[config.mk]
export PLATFORM = sky130hd
export DESIGN_NAME = systolic_array_tile_scheduler
export DESIGN_NICKNAME = d
export VERILOG_FILES = /design/src/rtl/systolic_array_tile_scheduler.sv
export SDC_FILE = /design/constraint.sdc
export NUM_CORES = 1
export LEC_CHECK = 0
export CAP_MARGIN = 0
export CORE_MARGIN = 3
export CORE_UTILIZATION = 60
export CTS_CLUSTER_DIAMETER = 200
export DETAILED_ROUTE_END_ITERATION = 8
export PLACE_DENSITY = 0.92
export SKIP_CTS_REPAIR_TIMING = 1
export SLEW_MARGIN = 20
export SYNTH_ARGS = -nofsm -noshare
export SYNTH_HDL_FRONTEND = slang
export SYNTH_SLANG_ARGS = --single-unit
[constraint.sdc]
create_clock -name clk -period 4.5 [get_ports clk]
set_clock_uncertainty 0.2 [all_clocks]
set_input_delay 0.45 -clock clk [delete_from_list [all_inputs] [get_ports clk]]
set_output_delay 0.45 -clock clk [all_outputs]
set_load 0.03 [all_outputs]
[src/rtl/systolic_array_tile_scheduler.sv]
// Tile sequencer for one output-stationary GEMM run on the systolic array.
// Steps each tile through WARMUP -> STEADY -> DRAIN, advancing the SRAM read
// windows by k_len between tiles, and pulses done after the final drain.
module systolic_array_tile_scheduler #(
    parameter int unsigned NUM_ROW              = 8,
    parameter int unsigned NUM_COL              = 8,
    parameter int unsigned LOG2_SRAM_BANK_DEPTH = 10,
    parameter int unsigned CTRL_WIDTH           = 4,
    parameter int unsigned LOG2_MAX_TILES       = 8
) (
    input  logic                            clk,
    input  logic                            rst,
    input  logic                            i_start,
    input  logic                            i_abort,
    input  logic [LOG2_SRAM_BANK_DEPTH-1:0] i_cfg_k_len,
    input  logic [LOG2_MAX_TILES-1:0]       i_cfg_num_tiles,
    input  logic [LOG2_SRAM_BANK_DEPTH-1:0] i_cfg_top_base,
    input  logic [LOG2_SRAM_BANK_DEPTH-1:0] i_cfg_left_base,
    input  logic [NUM_COL-1:0]              i_sa_datapath_valid_down,
    output logic [CTRL_WIDTH-1:0]           o_ctrl_state,
    output logic [LOG2_SRAM_BANK_DEPTH-1:0] o_top_sram_rd_start_addr,
    output logic [LOG2_SRAM_BANK_DEPTH-1:0] o_top_sram_rd_end_addr,
    output logic [LOG2_SRAM_BANK_DEPTH-1:0] o_left_sram_rd_start_addr,
    output logic [LOG2_SRAM_BANK_DEPTH-1:0] o_left_sram_rd_end_addr,
    output logic [LOG2_MAX_TILES-1:0]       o_tile_idx,
    output logic                            o_busy,
    output logic                            o_done,
    output logic                            o_err
);
    localparam int unsigned AW = LOG2_SRAM_BANK_DEPTH;
    localparam int unsigned CW = LOG2_SRAM_BANK_DEPTH + 1;
    localparam int unsigned TW = LOG2_MAX_TILES;
    // Cycle-counter value on the last mandatory drain cycle
    localparam logic [CW-1:0] DRAIN_LAST = CW'(NUM_ROW + NUM_COL - 1);

    typedef enum logic [CTRL_WIDTH-1:0] {
        StIdle,
        StWarmup,
        StSteady,
        StDrain
    } state_e;

    state_e          state_q;
    logic [CW-1:0]   cnt_q;
    logic [AW-1:0]   k_len_q;
    logic [TW-1:0]   num_tiles_q;
    logic [AW-1:0]   top_start_q, top_end_q, left_start_q, left_end_q;
    logic [TW-1:0]   tile_idx_q;
    logic            busy_q, done_q, err_q;

    logic            phase_last;
    logic            drain_last;
    logic            valid_any;
    logic            last_tile;

    assign phase_last = (cnt_q == ({1'b0, k_len_q} - CW'(1)));
    assign drain_last = (cnt_q >= DRAIN_LAST);
    assign valid_any  = |i_sa_datapath_valid_down;
    assign last_tile  = (tile_idx_q == (num_tiles_q - TW'(1)));

    // Sequencer FSM: state, cycle counter, latched config, address windows and pulses
    always_ff @(posedge clk) begin
        if (rst) begin
            state_q      <= StIdle;
            cnt_q        <= '0;
            k_len_q      <= '0;
            num_tiles_q  <= '0;
            top_start_q  <= '0;
            top_end_q    <= '0;
            left_start_q <= '0;
            left_end_q   <= '0;
            tile_idx_q   <= '0;
            busy_q       <= 1'b0;
            done_q       <= 1'b0;
            err_q        <= 1'b0;
        end else begin
            done_q <= 1'b0;
            err_q  <= 1'b0;
            if (i_abort) begin
                // Abort beats any exit/done; in IDLE it simply swallows a start
                if (state_q != StIdle) begin
                    state_q <= StIdle;
                    busy_q  <= 1'b0;
                    cnt_q   <= '0;
                end
            end else begin
                unique case (state_q)
                    StIdle: begin
                        if (i_start) begin
                            if (i_cfg_k_len == '0 || i_cfg_num_tiles == '0) begin
                                err_q <= 1'b1;
                            end else begin
                                k_len_q      <= i_cfg_k_len;
                                num_tiles_q  <= i_cfg_num_tiles;
                                top_start_q  <= i_cfg_top_base;
                                top_end_q    <= i_cfg_top_base + i_cfg_k_len;
                                left_start_q <= i_cfg_left_base;
                                left_end_q   <= i_cfg_left_base + i_cfg_k_len;
                                tile_idx_q   <= '0;
                                cnt_q        <= '0;
                                busy_q       <= 1'b1;
                                state_q      <= StWarmup;
                            end
                        end
                    end
                    StWarmup: begin
                        if (phase_last) begin
                            state_q <= StSteady;
                            cnt_q   <= '0;
                        end else begin
                            cnt_q <= cnt_q + CW'(1);
                        end
                    end
                    StSteady: begin
                        if (phase_last) begin
                            state_q <= StDrain;
                            cnt_q   <= '0;
                        end else begin
                            cnt_q <= cnt_q + CW'(1);
                        end
                    end
                    StDrain: begin
                        // Counter parks at DRAIN_LAST while the datapath is still emitting
                        if (!drain_last) begin
                            cnt_q <= cnt_q + CW'(1);
                        end else if (!valid_any) begin
                            cnt_q <= '0;
                            if (last_tile) begin
                                state_q <= StIdle;
                                busy_q  <= 1'b0;
                                done_q  <= 1'b1;
                            end else begin
                                tile_idx_q   <= tile_idx_q + TW'(1);
                                top_start_q  <= top_start_q + k_len_q;
                                top_end_q    <= top_end_q + k_len_q;
                                left_start_q <= left_start_q + k_len_q;
                                left_end_q   <= left_end_q + k_len_q;
                                state_q      <= StWarmup;
                            end
                        end
                    end
                    default: begin
                        state_q <= StIdle;
                        busy_q  <= 1'b0;
                        cnt_q   <= '0;
                    end
                endcase
            end
        end
    end

    assign o_ctrl_state              = state_q;
    assign o_top_sram_rd_start_addr  = top_start_q;
    assign o_top_sram_rd_end_addr    = top_end_q;
    assign o_left_sram_rd_start_addr = left_start_q;
    assign o_left_sram_rd_end_addr   = left_end_q;
    assign o_tile_idx                = tile_idx_q;
    assign o_busy                    = busy_q;
    assign o_done                    = done_q;
    assign o_err                     = err_q;

endmodule

## Word-level counts from Yosys, hierarchy flattened

Index checks and enable logic that the tools add are counted.

- Magnitude comparators: 1
- Reduce and logical (&&, ||, !) cells: 15
- Multiplexer cells: 58
- Eq/ne operators: 20
- Add/subtract/negate cells: 10
- Bitwise gates (word level): 6

Operator list:

| kind | count |
|---|---|
| 10-bit two-way mux | 20 |
| 10-bit one-hot mux with 2 select lines | 4 |
| 11-bit two-way mux | 7 |
| 10-bit adder | 6 |
| 8-bit two-way mux | 5 |
| 11-bit one-hot mux with 3 select lines | 1 |
| 4-bit two-way mux | 8 |
| 3-bit inequality test (second input constant) | 7 |
| 7-bit AND reduction | 3 |
| 4-bit one-hot mux with 4 select lines | 1 |
| 8-bit one-hot mux with 2 select lines | 1 |
| 12-bit OR reduction | 1 |
| 11-bit by 1-bit adder with 11-bit output (second input constant) | 1 |
| 11-bit == test | 1 |
| 11-bit by 4-bit greater-or-equal comparator with 1-bit output (second input constant) | 1 |
| 10-bit by 1-bit subtractor with 11-bit output (second input constant) | 1 |
| 10-bit logical NOT | 1 |
| 1-bit two-way mux | 10 |
| 2-bit inequality test (second input constant) | 5 |
| 8-bit by 1-bit adder with 8-bit output (second input constant) | 1 |
| 4-bit by 2-bit == test with 1-bit output (second input constant) | 2 |
| 8-bit == test | 1 |
| 8-bit logical NOT | 1 |
| 4-bit AND reduction | 2 |
| other kinds (13) | 19 |

- Register bits after elaboration: 84
- Logic and storage cells: 122

## Depth between registers and ports, before layout

- Depth after elaboration: 7
- Mapped depth: 12

## Worst setup path before layout

No wires, ideal clock.

- Path kind: register -> register
- From: register k_len_q[1]
- To: register cnt_q[0]
- Setup time: 0.131 ns
- Clock period less this slack: 2.915 ns
- Data required time: 4.169 ns
- Buffers on the path: 1
- Cell stages (with the launch flop): 11
- Data arrival time: 2.585 ns
- Setup slack: 1.585 ns
- Cell sequence: dfxtp_1 inv_1 ha_1 clkbuf_1 inv_1 nor4_1 a31oi_1 o311ai_0 a41oi_2 o31ai_4 nor2_1

- Longest elaborated chain between the ends: 5

RTL lines:

| item | line | text |
|---|---|---|
| start: declaration | 45 | `logic [AW-1:0] k_len_q;` |
| start signal: assignment | 93 | `k_len_q <= i_cfg_k_len;` |
| 10-bit by 1-bit subtractor with 11-bit output | 56 | `assign phase_last = (cnt_q == ({1'b0, k_len_q} - CW'(1)));` |
| 11-bit == test | 56 |  |
| 11-bit two-way mux | 107, 115 |  |
| 11-bit one-hot mux with 3 select lines | 87 | `unique case (state_q)` |
| 11-bit two-way mux | 79 | `if (i_abort) begin` |
| end signal: assignment | 111 | `cnt_q <= cnt_q + CW'(1);` |
| end signal: assignment | 119 | `cnt_q <= cnt_q + CW'(1);` |
| end signal: assignment | 125 | `cnt_q <= cnt_q + CW'(1);` |
| end: declaration | 44 | `logic [CW-1:0] cnt_q;` |

Every way passes these cells.
A chain may end at the register's enable or synchronous reset.

## Worst setup path in the final report

- From: register k_len_q[1]
- To: register cnt_q[8]

Same word-level chain as after synthesis.

==> key figures <==
Worst setup path
  • CP most frequent cell: inv_1
  • Worst flop-to-flop path endpoint: cnt_q[8]
  • Slowest stage cell, crit path: o311ai_0
  • R2r worst-path depth: 9
  • R2r setup slk: between 0.9 and 1 ns
  • CP Class: flop to flop
  • CP max stage delay: 0.67 ns
  • Worst path required time: around 4.5 ns
  • CP Data Arrival Time: about 3.6 ns
  • R2R Path Start: k_len_q[1]
  • Setup crit start kind: flop
  • Crit path max fanout: 10
  • CP endpoint kind: flop
  • Crit path cell chain: inv_1 > ha_1 > inv_1 > nor4_1 > a31oi_1 > o311ai_0 > a41oi_2 > o31ai_4 > nor2_1

GRT
  • First-pass GRT wire length: around 30 mm
  • Largest net degree at the start of global routing: 66
  • Initial antenna violation count: 0
  • Gr ovfl total: 0
  • Total track usage: 28.8%
  • Vias in the first global route: a little over 6000

Clock tree
  • Root buf cell: clkbuf_8
  • Clock buffer count from CTS: 9
  • CTS max path bufs: 2
  • CTS H-tree depth: 3
  • Worst skew pair latency: between 0.3 and 0.4 ns
  • # clock sinks: 82
  • CTS tree: yes
  • Clock transition at path regs: 0.09 ns

Min path
  • Hold Crit Class: flop to flop
  • Hold depth: 2
  • Hold path endpoint: o_top_sram_rd_end_addr[5]
  • Hold Startpoint: o_top_sram_rd_end_addr[5]

Synthesis
  • Post-synth ARST share: 0%
  • Synth Warn #: 0
  • Main synth FF type: dfxtp_1
  • Mapped cell area: roughly 6600 µm²
  • Synth cell types: 70
  • Seq cells post-synth: 82
  • Register area share after synthesis: 24.7%
  • Post-synth EDFFs: 0
  • Synth Area per Inst: ~8.0 µm²
  • Mapped Cells: 834

Placement
  • Routability cong.: between 0.9 and 1
  • Setup WS pre-CTS: about 0.84 ns
  • Port Buf Inserts: 102
  • Post-detail-place hpwl: about 14 mm

Timing
  • RSZ-0062 raised after global routing: no
  • Min Tclk post-route: approximately 3.6 ns
  • Final setup vio count: 0
  • Setup slack after layout: ~0.94 ns
  • Slew HR: about 44%
  • Hold_ws: 0.289 ns
  • Final hold violation count: 0
  • Setup_tns: 0 ns
  • Max-slew violations: 0
  • Worst slew pin tran: approximately 0.84 ns
  • Final period utilization: about four fifths
  • Peak Freq: 281 MHz

Routing
  • Via count: 6700
  • Drt initial violations: roughly 460
  • Drt drc: 0
  • Final ANT Viol Nets: 0
  • Routed wire per std cell: about 17 µm
  • Drt via density: around 6.3
  • Final wirelength: 18.4 mm
  • First-pass DRT Iterations: 5

Power and ir drop
  • P per Cell Area: 256 nW/µm²
  • Worst vdd ir: roughly 0.00015 V
  • LEAKAGE: between 3 and 4 nW

Cells and area
  • ANT cells: 0
  • Share of cells above drive strength 1: about 4.6%
  • Nets: between 1000 and 1500
  • Synthesis-to-layout area growth: 18.9%

Floorplan
  • Die X-Extent: about 110 µm
  • I/O pin cnt: between 100 and 150
  • Site Rows: 37
  • Die Area: roughly 12000 µm²
  • Initial Util: a little over three fifths
  • Die Y: ~110 µm
  • Core area: between 10000 and 15000 µm²

Job
  • Max Cap Viol: 0

Status
  • Status: finished clean
## critical path, delay by kind of cell, from the launching register on
| kind | cells | cell delay [ns] |
|---|---|---|
| simple gates | 2 | 0.40 |
| flops | 1 | 0.45 |
| buf+inv | 2 | 0.51 |
| fa+ha+maj | 1 | 0.42 |
| compound gates | 4 | 1.47 |
## routing by layer
| metal | vias up | track usage, % | part of all wire (%) |
|---|---|---|---|
| li1 | 3201 | - | - |
| met2 | 340 | 46.6 | 46 |
| met1 | 3106 | 38.7 | 43 |
| met5 | - | 0 | 0 |
| met4 | 0 | 11.4 | 2.6 |
| met3 | 53 | 4.15 | 8.3 |
## cells in the final DEF (no fill, tap or decap), types with 10 or more instances in the layout
cell type,count
a211oi_1,26
a21oi_1,52
a311oi_1,10
clkdlybuf4s50_1,101
dfxtp_1,82
ha_1,61
inv_1,41
mux2i_1,31
nand2_1,57
nand3_1,29
nor2_1,106
nor2b_1,16
nor3_1,29
nor4_1,12
o211ai_1,18
o21ai_0,34
or3_1,13
xnor2_1,42
xor2_1,25
## cell type report
class / instances / area [µm²]
Timing Repair Buffer: 107 / 1070
Tap cell: 136 / 170
Fill cell: 788 / 2660
Clock buffer: 11 / 131
Clock inverter: 5 / 31.3
Sequential cell: 82 / 1640
Multi-Input combinational cell: 673 / 4690
Inverter: 43 / 161
## cells in the mapped netlist (all sizes together), types with 3 or more instances
cell type / number / area [µm²]
and2: 3 / 18.8
a211oi: 27 / 208
xnor2: 43 / 384
a31o: 3 / 26.3
o2111ai: 6 / 52.6
inv: 41 / 154
nor4: 13 / 87.6
o31ai: 4 / 43.8
a31oi: 6 / 37.5
mux2i: 31 / 310
a21oi: 52 / 260
dfxtp: 82 / 1640
nor3: 30 / 155
o41ai: 6 / 60.1
xor2: 25 / 219
or3: 13 / 81.3
a41oi: 5 / 51.3
o31a: 3 / 26.3
buf: 13 / 76.3
fa: 6 / 120
or4: 4 / 33.8
nor2b: 16 / 100
and3: 9 / 56.3
a311oi: 10 / 87.6
o211ai: 19 / 148
nand3: 30 / 155
nand2: 57 / 214
nor2: 106 / 398
ha: 62 / 776
o21ai: 34 / 170
nand4: 8 / 50.1
o21a: 5 / 37.5
nor3b: 3 / 22.5
a221oi: 3 / 26.3
clkbuf: 24 / 90.1
nand3b: 3 / 22.5
## metrics by stage
stage | utilization, % | area (µm²) | power [mW] | cells
6_report | 74.8 | 7890 | 2.02 | 1057
5_1_grt | 74.8 | 7890 | 2.12 | 1057
4_1_cts | 74.8 | 7890 | 2.01 | 1057
3_5_place_dp | 73.2 | 7730 | 1.54 | 1041
3_3_place_gp | 73.2 | 7730 | 1.52 | 1041
2_1_floorplan | - | 6640 | 1.31 | 835
## kinds of logic (layout without fill, tap and decap cells)
family | Yosys count | count (layout) | share of synthesized area [%]
other | 1 | 2 | 0.0565
AND/OR/NAND/NOR | 302 | 302 | 21.9
buffers and inverters | 80 | 166 | 4.94
XOR/XNOR | 68 | 68 | 9.08
flip-flops | 82 | 82 | 24.7
multiplexers | 31 | 31 | 4.67
AO/OA/AOI/OAI | 202 | 202 | 21.2
adder cells (fa/ha/maj) | 68 | 68 | 13.5
## how the worst max path moves through the flow
stage,slack [ns],depth (start not counted),start,to
3_5_place_dp,0.84,8,i_cfg_k_len[9],o_tile_idx[5]
3_3_place_gp,0.91,7,i_sa_datapath_valid_down[1],o_tile_idx[7]
4_1_cts,0.88,9,num_tiles_q[0],o_tile_idx[5]
2_1_floorplan,1.58,10,k_len_q[1],cnt_q[0]
6_report,0.94,9,k_len_q[1],cnt_q[8]
5_1_grt,0.73,9,k_len_q[1],cnt_q[3]
## power by group
part,internal (mW),total [mW],switching [mW]
logic,0.311,0.706,0.395
registers,0.771,0.833,0.0614
clock network,0.200,0.481,0.282
total,1.28,2.02,0.738
## sequential cells by signal, summed over array words and instances, names as in the netlist, 2 cells and up
signal / flops
o_tile_idx: 8
num_tiles_q: 8
o_top_sram_rd_end_addr: 10
o_left_sram_rd_end_addr: 10
k_len_q: 10
o_left_sram_rd_start_addr: 10
cnt_q: 11
o_ctrl_state: 2
o_top_sram_rd_start_addr: 10
No activity file was read; power rests on OpenSTA's default activity.
